### src/rtl/dcache_controller_pkg.sv
// Shared field positions, widths and FSM encoding for the data-cache control stage.
package dcache_controller_pkg;
  localparam int TAG_MSB    = 31;
  localparam int TAG_LSB    = 9;
  localparam int IDX_MSB    = 8;
  localparam int IDX_LSB    = 5;
  localparam int WORD_MSB   = 4;
  localparam int WORD_LSB   = 2;
  localparam int TAG_W      = 23;
  localparam int IDX_W      = 4;
  localparam int TAGWORD_W  = 25;
  localparam int VALID_BIT  = 24;
  localparam int DIRTY_BIT  = 23;
  localparam int LINE_W     = 256;
  localparam int WORD_W     = 32;

  typedef enum logic [2:0] {
    S_IDLE       = 3'd0,
    S_MISS       = 3'd1,
    S_WRITEBACK  = 3'd2,
    S_READMISS   = 3'd3,
    S_READMISSOK = 3'd4
  } state_e;
endpackage

### src/rtl/dcache_controller.sv
// Write-back / write-allocate control in front of the 2-way data-cache SRAM;
// stalls the CPU while a victim write-back and line refill run against memory.
module dcache_controller
  import dcache_controller_pkg::*;
(
  input  logic                 clk_i,
  input  logic                 rst_i,
  input  logic [31:0]          cpu_addr_i,
  input  logic [WORD_W-1:0]    cpu_data_i,
  input  logic                 cpu_MemRead_i,
  input  logic                 cpu_MemWrite_i,
  output logic [WORD_W-1:0]    cpu_data_o,
  output logic                 cpu_stall_o,
  input  logic [LINE_W-1:0]    mem_data_i,
  input  logic                 mem_ack_i,
  output logic [31:0]          mem_addr_o,
  output logic [LINE_W-1:0]    mem_data_o,
  output logic                 mem_enable_o,
  output logic                 mem_write_o,
  output logic [IDX_W-1:0]     sram_index_o,
  output logic [TAGWORD_W-1:0] sram_tag_o,
  output logic [LINE_W-1:0]    sram_data_o,
  output logic                 sram_enable_o,
  output logic                 sram_write_o,
  input  logic [TAGWORD_W-1:0] sram_tag_i,
  input  logic [LINE_W-1:0]    sram_data_i,
  input  logic                 sram_hit_i
);

  function automatic logic [WORD_W-1:0] word_sel(input logic [LINE_W-1:0] line,
                                                 input logic [2:0] w);
    return line[int'(w)*WORD_W +: WORD_W];
  endfunction

  function automatic logic [LINE_W-1:0] word_merge(input logic [LINE_W-1:0] line,
                                                   input logic [2:0] w,
                                                   input logic [WORD_W-1:0] d);
    logic [LINE_W-1:0] l;
    l = line;
    l[int'(w)*WORD_W +: WORD_W] = d;
    return l;
  endfunction

  logic               req;
  logic [TAG_W-1:0]   tag;
  logic [IDX_W-1:0]   idx;
  logic [2:0]         wsel;
  logic               unused_byte_off;

  state_e             state_q, state_d;
  logic               mem_enable_q, mem_enable_d;
  logic               mem_write_q, mem_write_d;
  logic [31:0]        mem_addr_q, mem_addr_d;
  logic [LINE_W-1:0]  mem_data_q, mem_data_d;

  assign req             = cpu_MemRead_i | cpu_MemWrite_i;
  assign tag             = cpu_addr_i[TAG_MSB:TAG_LSB];
  assign idx             = cpu_addr_i[IDX_MSB:IDX_LSB];
  assign wsel            = cpu_addr_i[WORD_MSB:WORD_LSB];
  assign unused_byte_off = ^cpu_addr_i[1:0];

  assign sram_index_o  = idx;
  assign sram_enable_o = req;
  assign cpu_stall_o   = req & ~((state_q == S_IDLE) & sram_hit_i);
  assign cpu_data_o    = word_sel(sram_data_i, wsel);

  assign mem_enable_o  = mem_enable_q;
  assign mem_write_o   = mem_write_q;
  assign mem_addr_o    = mem_addr_q;
  assign mem_data_o    = mem_data_q;

  always_ff @(posedge clk_i or posedge rst_i) begin
    if (rst_i) begin
      state_q      <= S_IDLE;
      mem_enable_q <= 1'b0;
      mem_write_q  <= 1'b0;
      mem_addr_q   <= '0;
      mem_data_q   <= '0;
    end else begin
      state_q      <= state_d;
      mem_enable_q <= mem_enable_d;
      mem_write_q  <= mem_write_d;
      mem_addr_q   <= mem_addr_d;
      mem_data_q   <= mem_data_d;
    end
  end

  always_comb begin
    state_d      = state_q;
    mem_enable_d = mem_enable_q;
    mem_write_d  = mem_write_q;
    mem_addr_d   = mem_addr_q;
    mem_data_d   = mem_data_q;
    sram_write_o = 1'b0;
    sram_tag_o   = {1'b1, 1'b1, tag};
    sram_data_o  = word_merge(sram_data_i, wsel, cpu_data_i);

    unique case (state_q)
      S_IDLE: begin
        if (req && sram_hit_i) begin
          sram_write_o = cpu_MemWrite_i;
        end else if (req) begin
          state_d = S_MISS;
        end
      end
      S_MISS: begin
        // sram_tag_i/sram_data_i now describe the LRU victim of this set
        if (sram_tag_i[VALID_BIT] && sram_tag_i[DIRTY_BIT]) begin
          mem_enable_d = 1'b1;
          mem_write_d  = 1'b1;
          mem_addr_d   = {sram_tag_i[TAG_W-1:0], idx, 5'b0};
          mem_data_d   = sram_data_i;
          state_d      = S_WRITEBACK;
        end else begin
          mem_enable_d = 1'b1;
          mem_write_d  = 1'b0;
          mem_addr_d   = {tag, idx, 5'b0};
          state_d      = S_READMISS;
        end
      end
      S_WRITEBACK: begin
        if (mem_ack_i) begin
          mem_enable_d = 1'b1;
          mem_write_d  = 1'b0;
          mem_addr_d   = {tag, idx, 5'b0};
          state_d      = S_READMISS;
        end
      end
      S_READMISS: begin
        if (mem_ack_i) begin
          sram_write_o = 1'b1;
          sram_tag_o   = {1'b1, 1'b0, tag};
          sram_data_o  = mem_data_i;
          mem_enable_d = 1'b0;
          state_d      = S_READMISSOK;
        end
      end
      S_READMISSOK: state_d = S_IDLE;
      default:      state_d = S_IDLE;
    endcase
  end

endmodule
### config.mk
export PLATFORM = sky130hd
export DESIGN_NAME = dcache_controller
export DESIGN_NICKNAME = d
export VERILOG_FILES = /design/src/rtl/dcache_controller_pkg.sv /design/src/rtl/dcache_controller.sv
export SDC_FILE = /design/constraint.sdc
export NUM_CORES = 1
export LEC_CHECK = 0
export CORE_AREA = 2 2 468 470
export DETAILED_ROUTE_END_ITERATION = 8
export DIE_AREA = 0 0 470 472
export PLACE_DENSITY = 0.38
export SETUP_SLACK_MARGIN = 0.1
export SYNTH_ARGS = -nofsm -noshare
export SYNTH_HDL_FRONTEND = slang
export SYNTH_SLANG_ARGS = --single-unit
### constraint.sdc
create_clock -name clk_i -period 10.55 [get_ports clk_i]
set_input_delay 1.5825 -clock clk_i [delete_from_list [all_inputs] [get_ports clk_i]]
set_output_delay 1.5825 -clock clk_i [all_outputs]
set_load 0.005 [all_outputs]
==> results of run 1 <==
-- layout make-up --
| type | instances | area [um^2] |
|---|---|---|
| clock buffer | 63 | 1300 |
| timing repair buffer | 1259 | 12500 |
| inverter | 8 | 42.5 |
| fill | 24395 | 182000 |
| multi-input combinational | 1286 | 10000 |
| sequential | 288 | 7210 |
| tap | 2854 | 3570 |
| antenna | 41 | 103 |
| clock inverter | 18 | 198 |
-- critical path: stages --
cell and delay [ps]:
buf_6 330, inv_1 160, ha_1 260, ha_1 480
nand2b_1 280, nor3_4 820, buf_4 500, a21oi_1 130
a21oi_1 390, clkdlybuf4s50_1 720
-- where the power goes --
group | internal, W | leakage (nW) | switching [W] | total [W]
logic | 0.00235 | 8.68 | 0.00221 | 0.00455
clock network | 0.000935 | 0.731 | 0.000691 | 0.00163
registers | 0.00166 | 3.46 | 0.000313 | 0.00197
total | 0.00494 | 12.9 | 0.00321 | 0.00815
-- per-stage QoR --
| stage | total power [W] | instance area (um^2) |
|---|---|---|
| 4_1_cts | 0.00831 | 34800 |
| 3_5_place_dp | 0.00660 | 33300 |
| 3_3_place_gp | 0.00659 | 33300 |
| 6_report | 0.00815 | 34900 |
| 2_1_floorplan | 0.00332 | 18200 |
| 5_1_grt | 0.00855 | 34800 |
-- registers in the layout (all words and copies together) (netlist names) --
register	cells
mem_write_o	1
mem_data_o	256
mem_enable_o	1
state_q	3
mem_addr_o	27
-- per-layer routing --
| metal | wire length [um] | track usage |
|---|---|---|
| met3 | 27200 | 0.0945 |
| met5 | 551 | 0 |
| met4 | 5630 | 0.0461 |
| met2 | 105000 | 0.323 |
| met1 | 95800 | 0.249 |
-- path summary, 6_finish.rpt --
check / from / end / slack, ps / cells after the start
max reg2reg: state_q[0]$_DFFE_PP0P_ / mem_data_o[228]$_DFFE_PP0P_ / 7210 / 6
min: mem_enable_o$_DFFE_PP0P_ / mem_enable_o$_DFFE_PP0P_ / 480 / 1
max in group asynchronous: rst_i / mem_data_o[182]$_DFFE_PP0P_ / 7150 / 4
max: cpu_addr_i[2] / sram_data_o[13] / 3230 / 10
min reg2reg: mem_enable_o$_DFFE_PP0P_ / mem_enable_o$_DFFE_PP0P_ / 480 / 1
min in group asynchronous: rst_i / mem_data_o[71]$_DFFE_PP0P_ / 1390 / 2
-- logic make-up (layout without fill, tap and decap cells) --
family	after synthesis	count (layout)	synth area share
flops	288	288	0.396
compound gates	357	357	0.144
mux	347	347	0.253
fa+ha+maj	6	6	0.00413
simple gates	570	570	0.141
other cells	2	47	0.000413
buf+inv	197	1348	0.0613
-- cells in the final DEF (no fill, tap or decap), types with 3 or more instances in the layout --
cell type / n
a21oi_1: 86
a221o_1: 96
a22oi_1: 31
a31oi_1: 33
a31oi_4: 6
and2_1: 96
and3_2: 3
buf_4: 49
bufinv_16: 3
clkbuf_1: 7
clkbuf_16: 45
clkbuf_8: 11
clkdlybuf4s50_1: 1205
clkinv_2: 5
clkinvlp_4: 4
conb_1: 6
dfrtp_1: 288
diode_2: 41
ha_1: 5
inv_1: 4
inv_6: 6
mux2_2: 260
mux2i_1: 23
mux4_2: 64
nand2_1: 327
nand3b_1: 34
nor2_1: 91
o211ai_1: 65
o21ai_0: 32
==> impl_results.md, run 1 <==
* Status: finished clean
* Post-CTS resize count at 0
* Number of buffers added for setup after CTS at 0
* H-tree depth at 2
* Vias at around 22000
* First DRT Iteration DRCs at 2052
* CORE AREA at ~220000 um^2
* Post-route setup TNS at 0 ps
* Final setup vio count at 0
* DR WL/cell at between 40 and 50 um
* Asr flop ratio synth at 1.00
* PortBufs at ~1200
* Leak at 12.9 nW
* Layout cell share with drive strength beyond 1 at 0.164
* Final hold viol count at 0
* DR pass1 iterations at 6
* Drt drc at 0
* Ys flop type: dfrtp_1
* Final global-route overflow total at 0
* Largest net degree at the start of global routing at ~110
* Synth Warn # at 0
* Clk sinks at about 290
* Number of synthesized register bits at between 200 and 300
* RSZ-0062 raised after global routing: no
* Synthesized area per cell at roughly 10 um^2
* CP Data Arrival Time at around 5700 ps
* Placed Instances at 5695
* Post-layout minimum cycle time at about 7300 ps
* Final HPWL DP at 196 mm
* VDD IR max at 116 uV
* Clock Path Buffers at 3
* Antenna violations before repair at roughly 190
* Top Ports at ~1200
* CP required at about 9000 ps
* Setup Skew at about 25 ps
* Final period util at 0.694
* GP Congestion at between 0.9 and 1
* Final WL at 234 mm
* Max-Cap Viols at 0
* Clk Latency, worst-skew pair at 660 ps
* Initial Util at 0.0840
* Clock transition at path regs at 50 ps
* Die ar. at about 220000 um^2
* CTS tree: yes
* Synth area leaders: dfrtp_1 40%, mux2_2 16%, mux4_2 7.9%
* Max Clk Rate at 0.137 GHz
* Number of antenna-violating nets in the routed design at 0
* Crit Path Max Fanout at 21
* Vias in the first global route at roughly 21000
* Vias/cell at approximately 3.8
* Total CTS buffers at 45
* Post-CTS Hold Fix Bufs at 0
* Final Util at 0.161
* Slew of the pin with the lowest slew margin at around 1100 ps
* Yosys top cell area share at 0.396
* Worst Hold Class: flop to flop
* P&R area growth vs syn at 91.9%
* Final #Nets at about 3500
* Top cells by count, synth: 329 x nand2_1, 288 x dfrtp_1, 260 x mux2_2
* Root Driver: clkbuf_16
* First-pass GRT wire length at between 200 and 300 mm
* Dominant cell by count in the synthesized netlist: nand2_1
* Die width at between 400 and 500 um
* Worst setup path class: primary input to output pin
* Yosys cell types at 44
* Final std cells w/o fill at ~5800
* Area of the mapped netlist at between 15000 and 20000 um^2
* Crit path capture type: output pin
* # rows at around 170
* Die Y at 472 um
* Yosys top cell by area: dfrtp_1
* Sequential element share of the synthesized area at 0.396
* Rel. slew slack at 0.248
* Pre-CTS setup slack at between 3000 and 4000 ps
* All-layer global routing usage at 0.204
* Pins Over Slew Limit at 0
* Pwr dens at between 200 and 250 nW/um^2
* Hold_ws at 479 ps
* Synth Instances at between 1500 and 2000
* Worst setup SP type: primary input
* Number of enable flip-flop cells after synthesis at 0
* Post-route setup slack at between 3000 and 4000 ps
Power figures use the tool's default switching activity.
==> run 2: changes to the inputs <==
--- a/config.mk
+++ b/config.mk
@@ -5,9 +5,9 @@
 export SDC_FILE = /design/constraint.sdc
 export NUM_CORES = 1
 export LEC_CHECK = 0
-export CORE_AREA = 2 2 468 470
+export CORE_AREA = 2 2 481 483
 export DETAILED_ROUTE_END_ITERATION = 8
-export DIE_AREA = 0 0 470 472
+export DIE_AREA = 0 0 483 485
 export PLACE_DENSITY = 0.38
 export SETUP_SLACK_MARGIN = 0.1
 export SYNTH_ARGS = -nofsm -noshare
==> constraint.sdc (replaced) <==
create_clock -name clk_i -period 6.51 [get_ports clk_i]
set_input_delay 0.9765 -clock clk_i [delete_from_list [all_inputs] [get_ports clk_i]]
set_output_delay 0.9765 -clock clk_i [all_outputs]
set_load 0.005 [all_outputs]
==> impl_results.md, run 2 (synthesis gave the netlist of run 1 again) <==
* CP dominant cell by count: ha_1
* Clk sinks at 288 (unchanged)
* Number of buffers added for setup after CTS at 0 (unchanged)
* Post-CTS Hold Fix Bufs at 0 (unchanged)
* Critical path's slowest cell: a31oi_4
* VDD IR max at 197 uV (+70%)
* Met2 WL at 106 mm (+0.49%)
* # rows at 176 (+2.9%)
* Clock transition at path regs at 50 ps (about the same)
* Multi-input logic area at 10000 um^2 (unchanged)
* Worst path max stage delay at 850 ps (+30 ps)
* Final #Nets at 3508 (+0.20%)
* Final hold viol count at 0 (unchanged)
* All-layer global routing usage at 0.199 (-0.00471)
* Top Metal Used: met5
* Total power at 0.0135 W (+66%)
* DR WL/cell at 40.3 um (about the same)
* Pre-CTS setup slack at 967 ps (-2170 ps)
* Slew of the pin with the lowest slew margin at 1100 ps (-20.4 ps)
* Leak at 13.0 nW (+0.86%)
* First DRT Iteration DRCs at 1834 (-11%)
* Worst setup SP type: primary input
* Most frequent cells in the layout: 1187 x clkdlybuf4s50_1, 327 x nand2_1, 288 x dfrtp_1, 260 x mux2_2
* Antenna violations before repair at 164 (-13%)
* CTS tree: yes
* Cell family with most CP delay: buffers and inverters
* Crit-path cells: buf_6 -> inv_1 -> ha_1 -> ha_1 -> inv_2 -> a31oi_4 -> buf_4 -> a22oi_1 -> o21ai_0 -> clkdlybuf4s50_1
* Final setup vio count at 0 (unchanged)
* Final WL at 242 mm (+3.1%)
* Layout cell share with drive strength beyond 1 at 0.171 (+0.00718)
* Vias at 21946 (+0.24%)
* Post-route setup TNS at 0 ps (unchanged)
* Most common cell after layout, fill and taps aside: clkdlybuf4s50_1
* P&R area growth vs syn at 94.3%
* Crit Path Max Fanout at 14 (-33%)
* Pwr dens at 382 nW/um^2 (+63%)
* Register area at 7210 um^2 (unchanged)
* Drt drc at 0 (unchanged)
* Clock Path Buffers at 3 (unchanged)
* RSZ-0062 raised after global routing: no
* Final HPWL DP at 205 mm (+4.3%)
* Worst Hold Class: flop to flop
* PortBufs at 1208 (unchanged)
* Initial Util at 0.0794 (-0.00459)
* Final Util at 0.154 (-0.00688)
* Routed wl met3 at 30.6 mm (+13%)
* CORE AREA at 229000 um^2 (+5.8%)
* Crit path capture type: output pin
* DR pass1 iterations at 5 (-1)
* GP Congestion at 0.875 (-3.2%)
* Total CTS buffers at 46 (+2.2%)
* Rel. slew slack at 0.264 (+0.0160)
* CP bufs+invs at 5 (+1)
* Die ar. at 234000 um^2 (+5.6%)
* Final period util at 0.840
* Post-layout minimum cycle time at 5470 ps
* Metal-1 WL at 98.0 mm (+2.3%)
* Max reg flops at 256 (unchanged)
* Status: finished clean
* Pins Over Slew Limit at 0 (unchanged)
* Root Driver: clkbuf_16
* Setup Skew at 43.2 ps (+18.6 ps)
* Top Ports at 1217 (unchanged)
* CP required at 5530 ps (-3440 ps)
* Number of antenna-violating nets in the routed design at 0 (unchanged)
* Max-Cap Viols at 0 (unchanged)
* Vias in the first global route at 22010 (+3.4%)
* Worst setup path class: primary input to output pin
* Largest net degree at the start of global routing at 114 (+8.6%)
* Clk Latency, worst-skew pair at 680 ps (+20 ps)
* Die Y at 485 um (+2.8%)
* H-tree depth at 2 (unchanged)
* Final global-route overflow total at 0 (unchanged)
* Max Clk Rate at about 0.18 GHz
* CP Data Arrival Time at 4490 ps (-1250 ps)
* First-pass GRT wire length at 294 mm (+3.3%)
* Post-CTS resize count at 0 (unchanged)
* Hold_ws at 492 ps (+12.6 ps)
* Die width at 483 um (+2.8%)
* Post-route setup slack at 1040 ps (-2190 ps)
* Vias/cell at 3.66 (-2.8%)
* FILL cells at 25816 (+5.8%)
-- run 2: through the flow --
step	std cells	area [um^2]
after floorplan	1771	18200
after global placement	5873	33700
after detailed placement	5873	33700
after CTS	5954	35300
after global routing	5963	35300
final	5997	35400
-- run 2: per-layer routing --
layer	vias to the layer above	GRT usage
met5	-	0
met4	64	0.0495
met3	302	0.101
met2	1602	0.310
met1	11239	0.241
li1	8739	-
-- run 2: area by class of cell --
class | instances | area share
Antenna cell | 43 | 0.00304
Clock buffer | 66 | 0.0381
Clock inverter | 15 | 0.00683
Inverter | 8 | 0.00110
Multi-Input combinational cell | 1286 | 0.283
Sequential cell | 288 | 0.204
Tap cell | 3026 | 0.107
Timing Repair Buffer | 1265 | 0.357
-- run 2: final timing paths --
path / from / to / slack, ps / cells after the start
worst min-delay path: mem_enable_o$_DFFE_PP0P_ / mem_enable_o$_DFFE_PP0P_ / 490 / 1
max in group asynchronous: rst_i / mem_data_o[241]$_DFFE_PP0P_ / 4090 / 3
worst max register to register: state_q[0]$_DFFE_PP0P_ / mem_data_o[30]$_DFFE_PP0P_ / 3680 / 5
min in group asynchronous: rst_i / mem_data_o[94]$_DFFE_PP0P_ / 900 / 2
worst min register to register: mem_enable_o$_DFFE_PP0P_ / mem_enable_o$_DFFE_PP0P_ / 490 / 1
worst max-delay path: cpu_addr_i[2] / sram_data_o[226] / 1040 / 10
-- run 2: report_power, final --
| group | switching (W) | internal [W] |
|---|---|---|
| Sequential | 0.000515 | 0.00269 |
| Clock | 0.00112 | 0.00163 |
| Combinational | 0.00372 | 0.00382 |
| Total | 0.00536 | 0.00813 |
-- run 2: worst register-to-register path, stage by stage (launching register included) --
cell	delay, ps
dfrtp_1	480
inv_1	170
nor4_4	580
buf_4	420
buf_4	590
mux2_2	460
